===== src/rtl/seq_event_logger_pkg.sv =====
// seq_event_logger_pkg: event record layout and drop-counter width shared by the logger and its bench.
package seq_event_logger_pkg;
    localparam int NIB_W   = 4;
    localparam int NEW_LSB = 0;
    localparam int OLD_LSB = NEW_LSB + NIB_W;
    localparam int TS_LSB  = OLD_LSB + NIB_W;
    localparam int DROP_W  = 8;

    function automatic logic [DROP_W-1:0] sat_inc(input logic [DROP_W-1:0] v);
        return (&v) ? v : v + DROP_W'(1);
    endfunction
endpackage


===== src/rtl/seq_event_logger_fifo.sv =====
// evt_fifo: show-ahead FIFO with a registered head that holds its last value when the FIFO drains.
module evt_fifo #(
    parameter int WIDTH = 24,
    parameter int DEPTH = 8
) (
    input  logic                     clk,
    input  logic                     rst_n,
    input  logic                     push,
    input  logic                     pop,
    input  logic [WIDTH-1:0]         din,
    output logic [WIDTH-1:0]         dout,
    output logic                     full,
    output logic                     empty,
    output logic [$clog2(DEPTH):0]   level
);
    localparam int AW = $clog2(DEPTH);

    logic [WIDTH-1:0] mem_q [DEPTH];
    logic [WIDTH-1:0] dout_q, dout_d;
    logic [AW-1:0]    rd_q, rd_d, wr_q, wr_d;
    logic [AW:0]      cnt_q, cnt_d;
    logic             do_push, do_pop;

    assign full  = cnt_q == (AW+1)'(DEPTH);
    assign empty = cnt_q == '0;
    assign level = cnt_q;
    assign dout  = dout_q;

    // The head slot is being written this edge when the new entry lands at the next read pointer.
    always_comb begin
        do_pop  = pop && !empty;
        do_push = push && (!full || do_pop);
        rd_d    = rd_q + AW'(do_pop);
        wr_d    = wr_q + AW'(do_push);
        cnt_d   = cnt_q + (AW+1)'(do_push) - (AW+1)'(do_pop);
        dout_d  = (cnt_d == '0) ? dout_q : ((do_push && wr_q == rd_d) ? din : mem_q[rd_d]);
    end

    always_ff @(posedge clk) begin
        if (do_push) mem_q[wr_q] <= din;
    end

    always_ff @(posedge clk or negedge rst_n) begin
        if (!rst_n) begin
            rd_q   <= '0;
            wr_q   <= '0;
            cnt_q  <= '0;
            dout_q <= '0;
        end else begin
            rd_q   <= rd_d;
            wr_q   <= wr_d;
            cnt_q  <= cnt_d;
            dout_q <= dout_d;
        end
    end
endmodule


===== src/rtl/seq_event_logger.sv =====
// seq_event_logger: timestamps changes of the {w,x,y,z} nibble and queues {ts, old, new} records,
// counting events dropped while the queue is full.
module seq_event_logger
    import seq_event_logger_pkg::*;
#(
    parameter int TS_W  = 16,
    parameter int DEPTH = 8
) (
    input  logic                     clk,
    input  logic                     rst_n,
    input  logic                     w,
    input  logic                     x,
    input  logic                     y,
    input  logic                     z,
    output logic                     ev_valid,
    input  logic                     ev_ready,
    output logic [TS_W+7:0]          ev_data,
    output logic                     ovf,
    input  logic                     ovf_clr,
    output logic [DROP_W-1:0]        drop_cnt,
    output logic [$clog2(DEPTH):0]   level
);
    localparam int REC_W = TS_W + 2 * NIB_W;

    logic [TS_W-1:0]   ts_q, ts_d, cur_ts_q, cur_ts_d;
    logic [NIB_W-1:0]  cur_q, cur_d, prev_q, prev_d;
    logic              ovf_q, ovf_d;
    logic [DROP_W-1:0] drop_cnt_q, drop_cnt_d;
    logic [REC_W-1:0]  rec;
    logic              push, pop, full, empty, drop;

    assign ev_valid = !empty;
    assign ovf      = ovf_q;
    assign drop_cnt = drop_cnt_q;

    // A drop coinciding with a clear survives the clear and restarts the count at one.
    always_comb begin
        ts_d       = ts_q + TS_W'(1);
        cur_d      = {w, x, y, z};
        prev_d     = cur_q;
        cur_ts_d   = ts_q;
        push       = cur_q != prev_q;
        pop        = ev_valid && ev_ready;
        drop       = push && full && !pop;
        ovf_d      = drop || (ovf_q && !ovf_clr);
        drop_cnt_d = ovf_clr ? DROP_W'(drop) : (drop ? sat_inc(drop_cnt_q) : drop_cnt_q);
        rec                   = '0;
        rec[TS_LSB +: TS_W]   = cur_ts_q;
        rec[OLD_LSB +: NIB_W] = prev_q;
        rec[NEW_LSB +: NIB_W] = cur_q;
    end

    always_ff @(posedge clk or negedge rst_n) begin
        if (!rst_n) begin
            ts_q       <= '0;
            cur_ts_q   <= '0;
            cur_q      <= '0;
            prev_q     <= '0;
            ovf_q      <= 1'b0;
            drop_cnt_q <= '0;
        end else begin
            ts_q       <= ts_d;
            cur_ts_q   <= cur_ts_d;
            cur_q      <= cur_d;
            prev_q     <= prev_d;
            ovf_q      <= ovf_d;
            drop_cnt_q <= drop_cnt_d;
        end
    end

    evt_fifo #(
        .WIDTH(REC_W),
        .DEPTH(DEPTH)
    ) u_fifo (
        .clk  (clk),
        .rst_n(rst_n),
        .push (push),
        .pop  (pop),
        .din  (rec),
        .dout (ev_data),
        .full (full),
        .empty(empty),
        .level(level)
    );
endmodule


===== config.mk =====
export PLATFORM = sky130hd
export DESIGN_NAME = seq_event_logger
export DESIGN_NICKNAME = d
export VERILOG_FILES = /design/src/rtl/seq_event_logger_pkg.sv /design/src/rtl/seq_event_logger_fifo.sv /design/src/rtl/seq_event_logger.sv
export SDC_FILE = /design/constraint.sdc
export NUM_CORES = 1
export LEC_CHECK = 0
export CAP_MARGIN = 30
export CORE_ASPECT_RATIO = 1.1
export CORE_MARGIN = 8
export CORE_UTILIZATION = 42
export CTS_BUF_LIST = sky130_fd_sc_hd__clkbuf_4
export DETAILED_ROUTE_END_ITERATION = 10
export GPL_ROUTABILITY_DRIVEN = 0
export PLACE_DENSITY_LB_ADDON = 0.1
export SLEW_MARGIN = 5
export SYNTH_ARGS = -nofsm -noshare
export SYNTH_HDL_FRONTEND = slang
export SYNTH_SLANG_ARGS = --single-unit

===== constraint.sdc =====
create_clock -name clk -period 4.8 [get_ports clk]
set_input_delay 0.96 -clock clk [delete_from_list [all_inputs] [get_ports clk]]
set_output_delay 0.96 -clock clk [all_outputs]
set_load 0.05 [all_outputs]

==> key figures <==
Finish
  – Design Area, Final: 13100 µm²
  – Share of cells above drive strength 1: 23.4%
  – Area grow syn2layout: 18.3%
  – Most common cell after layout, fill and taps aside: edfxtp_1
  – Nets: 790
  – Most frequent cells in the layout: edfxtp_1 (192), clkbuf_4 (124), mux2i_1 (97), dfrtp_1 (83), clkdlybuf4s50_1 (44)

Logic synthesis
  – Number of flops mapped to enable cells by yosys: 192
  – Synthesis Warnings: 0
  – Yosys cell types: 43
  – Post-Synth Adder-Cell Area: 1.31%
  – Seq/Total Area, Yosys: 70.7%
  – Synth Area in Compound Gates: 5.09%
  – Main synth FF type: edfxtp_1
  – Mapped Area: 11100 µm²
  – Area share of and/or/nand/nor cells after synthesis: 3.68%
  – Post-Syn Nets: 684
  – Synthesized flop and latch total: 275
  – Mapped Avg Cell Area: 16.7 µm²
  – Main combinational cell family by area after synthesis: multiplexers
  – Async S/R FF share, synth: 30.2%
  – Post-Syn Instances: 665
  – Xor/xnor share of the synthesized area: 2.55%
  – Post-synthesis mux area share: 13.8%

Worst setup path
  – Crit. End Element: primary output
  – RR Startpoint: cur_q[0]
  – Startpoint Class: flop
  – Required @ worst endpoint: 3.84 ns
  – Critical Path Source: u_fifo.level[2]
  – Arrival time at the worst endpoint: 2.43 ns
  – FF-to-FF setup slack: 1.47 ns
  – Worst Path Max Fanout: 4
  – Crit path kind: reg2out

Power and ir drop
  – P per Cell Area: 765 nW/µm²
  – Power Internal: 0.00631 W
  – Leakage: 5.11 nW
  – Combinational share of power: 43.8%
  – Sw Pwr: 0.00374 W
  – Switching part of the total power: 37.2%
  – Max IR drop VDD: 517 µV
  – Clock share of power: 21.9%
  – Part of the power in registers: 34.3%

Job
  – Max cap viols: 0

STA
  – Period utilisation layout: 70.6%
  – Hold Violations, Final: 0
  – Fin crit period: 3.39 ns
  – Final setup viols: 0
  – RSZ-0062 raised after global routing: no
  – Setup TNS: 0 ns
  – Slew headroom: 36.0%
  – Final slew viol count: 0
  – Final Skew: 0.0352 ns
  – Max Clock Freq: 0.295 GHz
  – Least-Margin Pin Slew: 0.960 ns

Die
  – Row Count: 62
  – Die Wd: 171 µm
  – Die Ht: 186 µm
  – Starting Density: 42.6%
  – Die area: 31900 µm²
  – Io pins: 46
  – Core box area: 26100 µm²

Detailed routing
  – Drt pass-1 iters: 4
  – Remaining antenna violation count: 0
  – DR iter-0 viols: 323
  – Mean routed wirelength per cell: 21.0 µm
  – Vias: 6190
  – DRT Wirelength: 24900 µm
  – Residual DRC count: 0
  – Vias per cell: 5.22

Placed design
  – Port buffer count: 45
  – Area after DPL: 12100 µm²
  – HPWL after DPL: 13800 µm

Clock tree
  – Worst-path clk slew: 0.06 ns
  – Hold Buf Count CTS: 0
  – Worst skew pair latency: 0.66 ns
  – CTS Root Cell: clkbuf_4
  – Setup bufs post-CTS: 0
  – PostCTS Resize Cnt: 0
  – Clock Tree Buf Depth: 3
  – CTS tree: done
  – CTS Buf Count: 73
  – Clock sink count: 275
  – CTS H-tree depth: 3

Hold path
  – HP Class: in2async

Global routing
  – Largest net degree at the start of global routing: 59
  – Total gr overflow: 0
  – Initial antenna violation count: 1
  – First-pass GRT wire length: 39000 µm
  – Vias in the first global route: 6717
  – Global-route usage over all layers: 16.1%

Run status
  – Status: complete, no violations
-- state kept, by name, summed over array words and instances, names as in the netlist --
name / cells
u_fifo.dout: 24
prev_q: 4
u_fifo.rd_q: 3
u_fifo.level: 4
cur_ts_q: 16
cur_q: 4
u_fifo.wr_q: 3
u_fifo.mem_q: 192
drop_cnt: 8
ovf: 1
cur_ts_d: 16
-- area by class of cell --
cell class,instances,area [µm²]
Antenna cell,1,2.50
Clock buffer,124,931
Clock inverter,12,103
Fill cell,2284,12900
Inverter,35,131
Multi-Input combinational cell,321,2990
Sequential cell,275,7840
Tap cell,352,440
Timing Repair Buffer,65,686
-- synthesized netlist by cell type (3+ instances only) --
| library cell | n | share of area [%] |
|---|---|---|
| edfxtp_1 | 192 | 52 |
| mux2i_1 | 97 | 8.8 |
| dfrtp_1 | 83 | 19 |
| inv_1 | 34 | 1.2 |
| a22o_1 | 24 | 1.9 |
| a31oi_1 | 24 | 1.4 |
| mux4_2 | 24 | 4.9 |
| o21ai_0 | 24 | 1.1 |
| nor2_1 | 19 | 0.64 |
| clkbuf_1 | 18 | 0.61 |
| xnor2_1 | 17 | 1.3 |
| nand3_1 | 13 | 0.59 |
| buf_2 | 10 | 0.45 |
| ha_1 | 10 | 1.1 |
| xor2_1 | 9 | 0.71 |
| nand2_1 | 8 | 0.27 |
| buf_6 | 6 | 0.61 |
| nand4_1 | 6 | 0.34 |
| nor3_1 | 5 | 0.23 |
| a21oi_1 | 4 | 0.18 |
| o31ai_1 | 4 | 0.27 |
| and3_1 | 3 | 0.17 |
| nand2b_1 | 3 | 0.17 |
| nor2b_1 | 3 | 0.17 |
| nor4_1 | 3 | 0.17 |
| or4_1 | 3 | 0.20 |
-- per-layer routing --
layer,track usage (%),wire (µm),share of wire (%)
met2,27.3,12700,51
met3,3.36,1120,4.5
met4,7.26,633,2.5
met1,19.5,10400,42
met5,0,0,0
-- logic make-up (layout without fill, tap and decap cells) --
logic type,after synthesis,count (layout)
other,0,1
AND/OR/NAND/NOR,75,75
flip-flops,275,275
buffers and inverters,69,236
adder cells (fa/ha/maj),11,11
AO/OA/AOI/OAI,84,84
XOR/XNOR,28,28
multiplexers,123,123
-- path summary, 6_finish.rpt --
kind,depth (start not counted),endpoint
hold reg to reg,0,cur_ts_q[11]
max in group asynchronous,2,ovf
hold / removal,1,cur_ts_q[10]
min in group clk,0,cur_ts_q[11]
setup reg to reg,11,u_fifo.dout[2]
setup / recovery,4,ev_valid
-- per-stage QoR --
| step | power [W] | setup slack, ns | hold WS, ns | utilization (%) | std cells |
|---|---|---|---|---|---|
| floorplan | 0.00655 | 0.905 | 0.354 | - | 665 |
| global placement | 0.00786 | 0.967 | 0.401 | 46.4 | 1048 |
| detailed placement | 0.00797 | 0.915 | 0.407 | 46.4 | 1048 |
| CTS | 0.0102 | 1.31 | 0.375 | 50.4 | 1184 |
| global route | 0.0106 | 1.20 | 0.412 | 50.4 | 1185 |
| finish | 0.0100 | 1.41 | 0.401 | 50.4 | 1185 |
-- critical path: stages (launching register included) --
cell             delay (ns)
dfrtp_1                0.38
inv_1                  0.10
ha_1                   0.18
or3b_4                 0.41
clkdlybuf4s50_1        0.72
-- power by group through the flow --
stage	sequential [W]	clock, W	combinational [W]
floorplan	0.00387	0	0.00268
global placement	0.00348	0	0.00437
detailed placement	0.00350	0	0.00447
CTS	0.00346	0.00228	0.00447
global route	0.00351	0.00240	0.00472
finish	0.00345	0.00220	0.00440
Note: power is estimated with default switching activity, not from simulation.
